<file path="config.mk">
export PLATFORM = sky130hd
export DESIGN_NAME = rb_serial_tx
export DESIGN_NICKNAME = d
export VERILOG_FILES = /design/src/rtl/rb_link_pkg.sv /design/src/rtl/rb_frame_shifter.sv /design/src/rtl/rb_serial_tx.sv
export SDC_FILE = /design/constraint.sdc
export NUM_CORES = 1
export LEC_CHECK = 0
export ABC_AREA = 1
export CELL_PAD_IN_SITES_DETAIL_PLACEMENT = 1
export CELL_PAD_IN_SITES_GLOBAL_PLACEMENT = 2
export CORE_ASPECT_RATIO = 0.7
export CORE_MARGIN = 3
export CORE_UTILIZATION = 41
export CTS_BUF_LIST = sky130_fd_sc_hd__clkbuf_8
export DETAILED_ROUTE_END_ITERATION = 10
export PLACE_DENSITY = 0.91
export SLEW_MARGIN = 30
export SYNTH_ARGS = -nofsm -noshare
export SYNTH_HDL_FRONTEND = slang
export SYNTH_HIERARCHICAL = 1
export SYNTH_SLANG_ARGS = --single-unit
</file>
<file path="constraint.sdc">
create_clock -name clk -period 5.1 [get_ports clk]
set_input_delay 0.765 -clock clk [delete_from_list [all_inputs] [get_ports clk]]
set_output_delay 0.765 -clock clk [all_outputs]
set_load 0.01 [all_outputs]
</file>
<file path="src/rtl/rb_link_pkg.sv">
// Shared constants and FSM state type for the RB1 -> RB2 serial frame link.
// Used by both the transmit and the receive ends.
package rb_link_pkg;

    localparam int FRAMES    = 8;
    localparam int IDX_W     = 3;
    localparam int DATA_W    = 18;
    localparam int FRAME_LEN = IDX_W + DATA_W;
    localparam int MEM_AW    = 5;
    localparam int MEM_DW    = 8;
    localparam int CNT_W     = 5;

    typedef enum logic [1:0] {
        ST_LOAD = 2'd0,
        ST_GAP  = 2'd1,
        ST_SEND = 2'd2,
        ST_DONE = 2'd3
    } tx_state_e;

endpackage

</file>
<file path="src/rtl/rb_frame_shifter.sv">
// MSB-first parallel-load shift register for one link frame.
// Owns sen/sd timing and the bit counter; zero fill leaves sd low between frames.
module rb_frame_shifter
    import rb_link_pkg::*;
(
    input  logic                 clk,
    input  logic                 rst_n,
    input  logic                 load,
    input  logic [FRAME_LEN-1:0] frame,
    output logic                 sen,
    output logic                 sd,
    output logic                 frame_end
);

    localparam logic [CNT_W-1:0] LAST_BIT = CNT_W'(FRAME_LEN - 1);

    logic [FRAME_LEN-1:0] shreg_r;
    logic                 sen_r;
    logic [CNT_W-1:0]     bit_cnt_r;

    // Shift register, frame enable and bit counter.
    always_ff @(posedge clk or negedge rst_n) begin
        if (!rst_n) begin
            shreg_r   <= '0;
            sen_r     <= 1'b1;
            bit_cnt_r <= '0;
        end else if (load) begin
            shreg_r   <= frame;
            sen_r     <= 1'b0;
            bit_cnt_r <= '0;
        end else if (!sen_r) begin
            shreg_r <= {shreg_r[FRAME_LEN-2:0], 1'b0};
            if (bit_cnt_r == LAST_BIT) begin
                sen_r     <= 1'b1;
                bit_cnt_r <= '0;
            end else begin
                bit_cnt_r <= bit_cnt_r + CNT_W'(1);
            end
        end
    end

    assign sd        = shreg_r[FRAME_LEN-1];
    assign sen       = sen_r;
    // True while the final bit of the frame is on the line.
    assign frame_end = !sen_r && (bit_cnt_r == LAST_BIT);

endmodule

</file>
<file path="src/rtl/rb_serial_tx.sv">
// Reads 18 bytes from RB1, bit-transposes them into 8 frames of 18 bits and
// sends each as {index, data} MSB-first on the sen/sd link.
module rb_serial_tx
    import rb_link_pkg::*;
(
    input  logic              clk,
    input  logic              rst,
    output logic              RB1_RW,
    output logic [MEM_AW-1:0] RB1_A,
    output logic [MEM_DW-1:0] RB1_D,
    input  logic [MEM_DW-1:0] RB1_Q,
    output logic              sen,
    output logic              sd,
    output logic              tx_done
);

    localparam logic [MEM_AW-1:0] LAST_ADDR  = MEM_AW'(DATA_W - 1);
    localparam logic [CNT_W-1:0]  LOAD_END   = CNT_W'(DATA_W);
    localparam logic [IDX_W-1:0]  LAST_FRAME = IDX_W'(FRAMES - 1);

    tx_state_e            state_r;
    tx_state_e            state_next_s;
    logic [CNT_W-1:0]     byte_cnt_r;
    logic [MEM_AW-1:0]    addr_r;
    logic [IDX_W-1:0]     frame_r;
    logic [DATA_W-1:0]    buf_r [FRAMES];
    logic                 tx_done_r;
    logic                 load_s;
    logic                 frame_end_s;
    logic [CNT_W-1:0]     bit_pos_s;
    logic [FRAME_LEN-1:0] frame_word_s;

    // RB1 is read-only from this side.
    assign RB1_RW  = 1'b1;
    assign RB1_D   = '0;
    assign RB1_A   = addr_r;
    assign tx_done = tx_done_r;

    // RAM data lags the address by one cycle, so byte (byte_cnt-1) lands in column 17-(byte_cnt-1).
    assign bit_pos_s = LOAD_END - byte_cnt_r;

    // State register and done flag.
    always_ff @(posedge clk or negedge rst) begin
        if (!rst) begin
            state_r   <= ST_LOAD;
            tx_done_r <= 1'b0;
        end else begin
            state_r   <= state_next_s;
            tx_done_r <= (state_next_s == ST_DONE);
        end
    end

    // Next-state and shifter load decode.
    always_comb begin
        state_next_s = state_r;
        load_s       = 1'b0;
        case (state_r)
            ST_LOAD: begin
                if (byte_cnt_r == LOAD_END) begin
                    state_next_s = ST_GAP;
                end else begin
                    state_next_s = ST_LOAD;
                end
            end
            ST_GAP: begin
                load_s       = 1'b1;
                state_next_s = ST_SEND;
            end
            ST_SEND: begin
                if (frame_end_s) begin
                    if (frame_r == LAST_FRAME) begin
                        state_next_s = ST_DONE;
                    end else begin
                        state_next_s = ST_GAP;
                    end
                end else begin
                    state_next_s = ST_SEND;
                end
            end
            ST_DONE: state_next_s = ST_DONE;
            default: state_next_s = ST_LOAD;
        endcase
    end

    // RB1 address walk and transpose capture into the frame buffer.
    always_ff @(posedge clk or negedge rst) begin
        if (!rst) begin
            byte_cnt_r <= '0;
            addr_r     <= '0;
            for (int n = 0; n < FRAMES; n++) begin
                buf_r[n] <= '0;
            end
        end else if (state_r == ST_LOAD) begin
            byte_cnt_r <= byte_cnt_r + CNT_W'(1);
            if (addr_r != LAST_ADDR) begin
                addr_r <= addr_r + MEM_AW'(1);
            end
            if (byte_cnt_r != CNT_W'(0)) begin
                for (int n = 0; n < FRAMES; n++) begin
                    buf_r[n][bit_pos_s] <= RB1_Q[MEM_DW-1-n];
                end
            end
        end
    end

    // Frame index advances after each frame except the last.
    always_ff @(posedge clk or negedge rst) begin
        if (!rst) begin
            frame_r <= '0;
        end else if ((state_r == ST_SEND) && frame_end_s && (frame_r != LAST_FRAME)) begin
            frame_r <= frame_r + IDX_W'(1);
        end
    end

    // Frame word presented to the shifter.
    always_comb begin
        frame_word_s = {frame_r, buf_r[frame_r]};
    end

    rb_frame_shifter u_shifter (
        .clk       (clk),
        .rst_n     (rst),
        .load      (load_s),
        .frame     (frame_word_s),
        .sen       (sen),
        .sd        (sd),
        .frame_end (frame_end_s)
    );

endmodule

</file>
==> metrics, run 1 <==
Port Buffer Count 17; first-pass GRT wire length 46,500 µm; status finished, final reports clean; fraction of power consumed by combinational cells 5.8%; Final nets 1,204; CTS tree done; Initial Utilization 42.5%; htree depth 4; Final TNS setup 0 ns; Initial DRC Count 654; slowest stage delay, CP a little under 0.8 ns; number of cell rows between 40 and 50; maximum clock frequency about 0.32 GHz; count of different cell masters after synthesis 34; clock tree buffer depth 2; switching portion of total power 25.5%; Bufs and invs on worst path 0; dpl hpwl 16,600 µm; TritonCTS Buffers 17; area of the multi-input gates 0.00417 mm²; Resized cells post-CTS 0; wl on met1 14,300 µm; metal3 WL roughly 1300 µm; Syn Inst Count 1,216; period utilisation layout 60.9%; vias in the first global route a little over 8,000; GRT Resource Usage Total 23.6%; Final Hold Viols 0; Critical Path Most Common Cell nand2_1; Die W 187 µm; gate family responsible for the most delay along the worst path simple AND/OR/NAND/NOR gates; Congestion Overflow GR 0; sequential area share after synthesis approximately 50%; clk_lat worst skew 0.49 ns; # diodes 0; Power Total around 2.9 mW; largest fanout on the critical path 34; highest metal used met4; HP Class primary input to asynchronous set/reset pin; Filler Cells Inserted ~2,700; switching power of the nets 0.733 mW; RSZ-0062 raised after global routing false; Synth Register Bits 187; hold_buf cts 0; VDD IR-drop max 162 µV; Routed WL per cell 19.0 µm; yosys synthesis warning count 6; # DRC 0; Die H 133 µm; Final Max Tran Viols 0; Mapped Area 0.00941 mm²; PwrDens 284 mW/mm²; maxcap violations 0; fin crit period 3.11 ns; Slew @ Worst Pin about 0.95 ns; P_leak 4.76 nW; crit start category flop; Synth top area share 49.4%; Final ANT Viol Nets 0; core footprint 0.0221 mm²; clk sinks roughly 190; crit path cell chain nor2_1 > nand2_1 > nor2_4 > nand3_1 > nand2_1 > nand2_1; drt first pass iters 5; vias per inst 5.46; crit path DAT 3.49 ns; Area Overhead vs Synth 7.31%; clk root buf clkbuf_8; Worst-path clk slew 0.10 ns; final setup fails 0; syn_area_per_cell 7.74 µm²; CP Capture Type flop; Setup Buffers After CTS 0; synth top area cells dfrtp_1 49%, nand2_1 18%, nand3_1 6.1%, o21ai_0 5.6%, nor2_1 4.7%; Die ar. 0.0248 mm²; power share of the clock group about two fifths; largest net degree at the start of global routing 117; design area 0.0101 mm²; Critical Path Slowest Stage Cell nor2_4; share of cells above drive strength 1 approximately 6.9%; Relative slew margins 37.0%; DP Area 0.00963 mm²; sequential share of power between 50% and 60%; clk_skew 0.0130 ns; storage element area 0.00469 mm²; Int Pwr roughly 2.1 mW; Critical Path RT 5.48 ns; dominant cell type by area after synthesis dfrtp_1; GPL Wtd Cong slightly below 0.8; WL met2 12,700 µm; Ports 27; routed vias between 8,000 and 9,000; initial antenna violation count 0; final WL 28,600 µm; reg2reg setup slack 1.99 ns; crit path kind flop to flop
layout by cell type (no fill, tap or decap), types with 3 or more instances in the layout:
cell type          n
xnor2_1            3
buf_4             17
nor2_4             7
xor2_1             5
clkinv_4           4
nand2_1          439
conb_1             9
clkinv_2           3
o21ai_0          105
dfrtp_1          184
buf_2              4
clkdlybuf4s50_1   12
ha_1              11
inv_2              5
nand4_1           68
inv_1             23
o21ai_1           14
nand2_2            3
nor2_2             4
clkbuf_8          18
nor2_1           117
nand3_1          115
bufinv_16          4
power groups by stage:
stage	clock [mW]	sequential, mW	combinational [mW]
after floorplan	0	1.60	0.0902
after global placement	0	1.61	0.160
after detailed placement	0	1.61	0.164
after CTS	1.15	1.58	0.165
after global routing	1.22	1.59	0.191
final	1.13	1.58	0.165
layer usage:
layer  global-route usage (%)  vias to the layer above
met1                     35.3                     4157
met4                     5.04                        0
li1                         -                     3879
met3                     4.74                       19
met2                     35.6                      143
met5                        0                        -
kinds of logic (layout without fill, tap and decap cells):
logic type / Yosys count / count (layout) / synth area share, %
muxes: 1 / 1 / 0.120
buffers and inverters: 124 / 97 / 6.39
xor gates and xnor gates: 8 / 8 / 0.744
adders and majority gates: 11 / 11 / 1.46
AOI/OAI and AO/OA: 126 / 126 / 6.98
and+or+nand+nor: 757 / 757 / 34.5
DFF: 187 / 187 / 49.7
other: 2 / 9 / 0.0798
cell usage after synthesis:
library cell / number
nor2_4: 7
o21ai_1: 14
a21oi_1: 1
xor2_1: 5
buf_1: 2
nand3_1: 115
dfrtp_1: 186
o41ai_1: 1
nand2_4: 1
xnor2_1: 3
buf_6: 7
mux2_2: 1
nor2_1: 119
nand2b_1: 1
buf_2: 19
ha_1: 11
a21oi_2: 1
o211ai_2: 2
nand2_2: 3
clkbuf_1: 50
nand2_1: 439
clkinv_1: 2
nand4_1: 68
nor2_2: 2
a31oi_1: 1
inv_2: 5
buf_4: 16
nor2_8: 1
o21ai_0: 105
nor3_1: 1
dfstp_2: 1
inv_1: 23
conb_1: 2
o211ai_1: 1
worst register-to-register path, delay by kind of cell, from the launching register on:
kind,cells,cell delay [ns]
flops,1,0.43
simple gates,6,2.59
registers in the layout, summed over array words and instances (netlist names):
register / flops
tx_done: 1
buf_r: 144
state_r: 2
RB1_A: 5
frame_r: 3
u_shifter/shreg_r: 21
u_shifter/bit_cnt_r: 5
byte_cnt_r: 5
u_shifter/sen: 1
path summary, 6_finish.rpt:
kind | endpoint | cells past startpoint | start
max | buf_r[13] | 6 | state_r[1]
min | RB1_A[4] | 1 | rst
max reg2reg | buf_r[13] | 6 | state_r[1]
min reg2reg | buf_r[47] | 2 | buf_r[47]
max in group asynchronous | byte_cnt_r[0] | 3 | rst
min in group clk | buf_r[47] | 2 | buf_r[47]
final cells by class:
class / count / area share (%)
clock inverter: 14 / 1.92
multi-input combinational: 912 / 41.3
inverter: 30 / 1.11
clock buffer: 18 / 2.45
tap: 305 / 3.78
timing repair buffer: 35 / 3.07
sequential: 187 / 46.4
per-stage QoR:
stage / utilization (%) / cells / hold slack, ns / setup slack (ns)
final: 45.7 / 1501 / 0.121 / 1.99
after detailed placement: 43.5 / 1468 / 0.454 / 2.05
after floorplan: - / 1223 / 0.437 / 3.40
after global routing: 45.7 / 1501 / 0.103 / 1.73
after global placement: 43.6 / 1468 / 0.448 / 2.11
after CTS: 45.5 / 1500 / 0.430 / 2.05
Note: power is estimated with default switching activity, not from simulation.
==> inputs of run 2 (changes only) <==
--- a/config.mk
+++ b/config.mk
@@ -10,10 +10,10 @@
 export CELL_PAD_IN_SITES_GLOBAL_PLACEMENT = 2
 export CORE_ASPECT_RATIO = 0.7
 export CORE_MARGIN = 3
-export CORE_UTILIZATION = 41
+export CORE_UTILIZATION = 38
 export CTS_BUF_LIST = sky130_fd_sc_hd__clkbuf_8
 export DETAILED_ROUTE_END_ITERATION = 10
-export PLACE_DENSITY = 0.91
+export PLACE_DENSITY = 0.85
 export SLEW_MARGIN = 30
 export SYNTH_ARGS = -nofsm -noshare
 export SYNTH_HDL_FRONTEND = slang
==> constraint.sdc (replaced) <==
create_clock -name clk -period 3 [get_ports clk]
set_input_delay 0.45 -clock clk [delete_from_list [all_inputs] [get_ports clk]]
set_output_delay 0.45 -clock clk [all_outputs]
set_load 0.01 [all_outputs]
==> metrics, run 2 (same netlist as run 1, synthesis figures left out) <==
status finished with violations; failing checks negative hold slack; sequential share of power 58.0%; maximum clock frequency 0.419 GHz; clk_skew 0.0170 ns; switching portion of total power 25.8%; # DRC 0; power share of the clock group 35.8%; Relative slew margins 42.9%; dpl cells 1,506; fin cells 1,538; fraction of power consumed by combinational cells 6.2%; Final ANT Viol Nets 0; Critical Path Slowest Stage Cell nor2_4; dpl hpwl 17,500 µm; max reg flops 144; most frequent cells in the layout 439 x nand2_1, 184 x dfrtp_1, 117 x nor2_1, 115 x nand3_1, 105 x o21ai_0; htree depth 4; Resized cells post-CTS 0; PwrDens ~450 mW/mm²; Final Hold Viols 2; share of cells above drive strength 1 under 10%; Hold Worst Slack -0.0115 ns; reg2reg setup slack 0.61 ns; clk root buf clkbuf_8; final design utilization 42.8%; maxcap violations 0; Die H roughly 140 µm; crit path DAT roughly 2.8 ns; fin crit period about 2.4 ns; Die W 194 µm; Int Pwr approximately 3.4 mW; number of cell rows 47; Congestion Overflow GR 0; final WL between 20,000 and 30,000 µm; Final nets 1,228; Critical Path RT between 3 and 4 ns; Final TNS setup 0 ns; Largest regs buf_r x144, u_shifter/shreg_r x21; Die ar. between 0.02 and 0.03 mm²; Routed WL per cell 18.8 µm; Largest Register buf_r; crit path cell chain inv_1 > ha_1 > inv_1 > nor2_1 > nand2_1 > nand2_1 > nor2_4 > nand3_1 > nand2_1 > nand2_1; clk sinks 187; VDD IR-drop max 285 µV; vias in the first global route between 8,000 and 9,000; crit start category flop; TritonCTS Buffers 17; Area Overhead vs Synth 9.02%; Power Total 4.63 mW; commonest non-fill, non-tap cell in the layout nand2_1; drt first pass iters 6; slowest stage delay, CP 0.47 ns; vias per inst 5.39; switching power of the nets 1.19 mW; area of the multi-input gates about 0.0042 mm²; period utilisation layout 79.6%; Final Max Tran Viols 0; clock tree buffer depth 2; CP Capture Type flop; P_leak 4.89 nW; final setup fails 0; core footprint approximately 0.024 mm²; Port Buffer Count 17; initial antenna violation count 0; largest net degree at the start of global routing 78; Ports 27; Slew @ Worst Pin roughly 0.86 ns; Critical Path Most Common Cell nand2_1; Initial Utilization 39.2%; HP Class primary input to asynchronous set/reset pin; hold_buf cts 0; storage element area around 0.0047 mm²; clk_lat worst skew 0.49 ns; Worst-path clk slew about 0.1 ns; CTS tree done; Filler Cells Inserted around 3,000; largest fanout on the critical path 18; GRT Resource Usage Total 22.4%; first-pass GRT wire length 46,800 µm; Initial DRC Count 452; crit path kind flop to flop; # diodes 0; RSZ-0062 raised after global routing false; Setup Buffers After CTS 0; routed vias 8,285; GPL Wtd Cong 0.752
-- run 2: power groups by stage --
| stage | Combinational (mW) | Clock [mW] | Sequential (mW) |
|---|---|---|---|
| final | 0.287 | 1.66 | 2.68 |
| after global routing | 0.329 | 1.81 | 2.70 |
| after CTS | 0.293 | 1.70 | 2.68 |
| after detailed placement | 0.293 | 0 | 2.73 |
| after global placement | 0.282 | 0 | 2.73 |
| after floorplan | 0.153 | 0 | 2.72 |
-- run 2: worst max-delay path: cells and delay by family (launching register included) --
family | cells | cell delay, ns
fa+ha+maj | 1 | 0.21
simple gates | 7 | 1.38
flops | 1 | 0.46
buf+inv | 2 | 0.22
-- run 2: through the flow --
stage / area, µm² / setup slack, ns
after global placement: 9890 / 0.721
final: 10300 / 0.612
after detailed placement: 9890 / 0.620
after global routing: 10300 / 0.363
after floorplan: 9440 / 1.30
after CTS: 10300 / 0.603
-- run 2: per-layer routing --
metal / GRT usage, % / wire length [µm] / share of wire (%)
met1: 32.1 / 14400 / 50
met2: 36.0 / 13000 / 45
met3: 3.47 / 1120 / 3.9
met4: 5.10 / 330 / 1.1
met5: 0 / 0 / 0
-- run 2: area by class of cell --
cell class | count | area share, %
flip-flops and latches | 187 | 45.6
clock buffers | 24 | 3.22
clock inverters | 8 | 0.414
well taps | 318 | 3.88
inverters | 30 | 1.10
multi-input cells | 912 | 40.6
repair buffers | 59 | 5.13
-- run 2: path summary, 6_finish.rpt --
check / start / endpoint / cells past startpoint
max: byte_cnt_r[1] / buf_r[82] / 10
min: rst / RB1_A[0] / 1
max reg2reg: byte_cnt_r[1] / buf_r[82] / 10
min reg2reg: buf_r[117] / buf_r[117] / 2
max in group asynchronous: rst / buf_r[44] / 2
min in group clk: buf_r[117] / buf_r[117] / 2
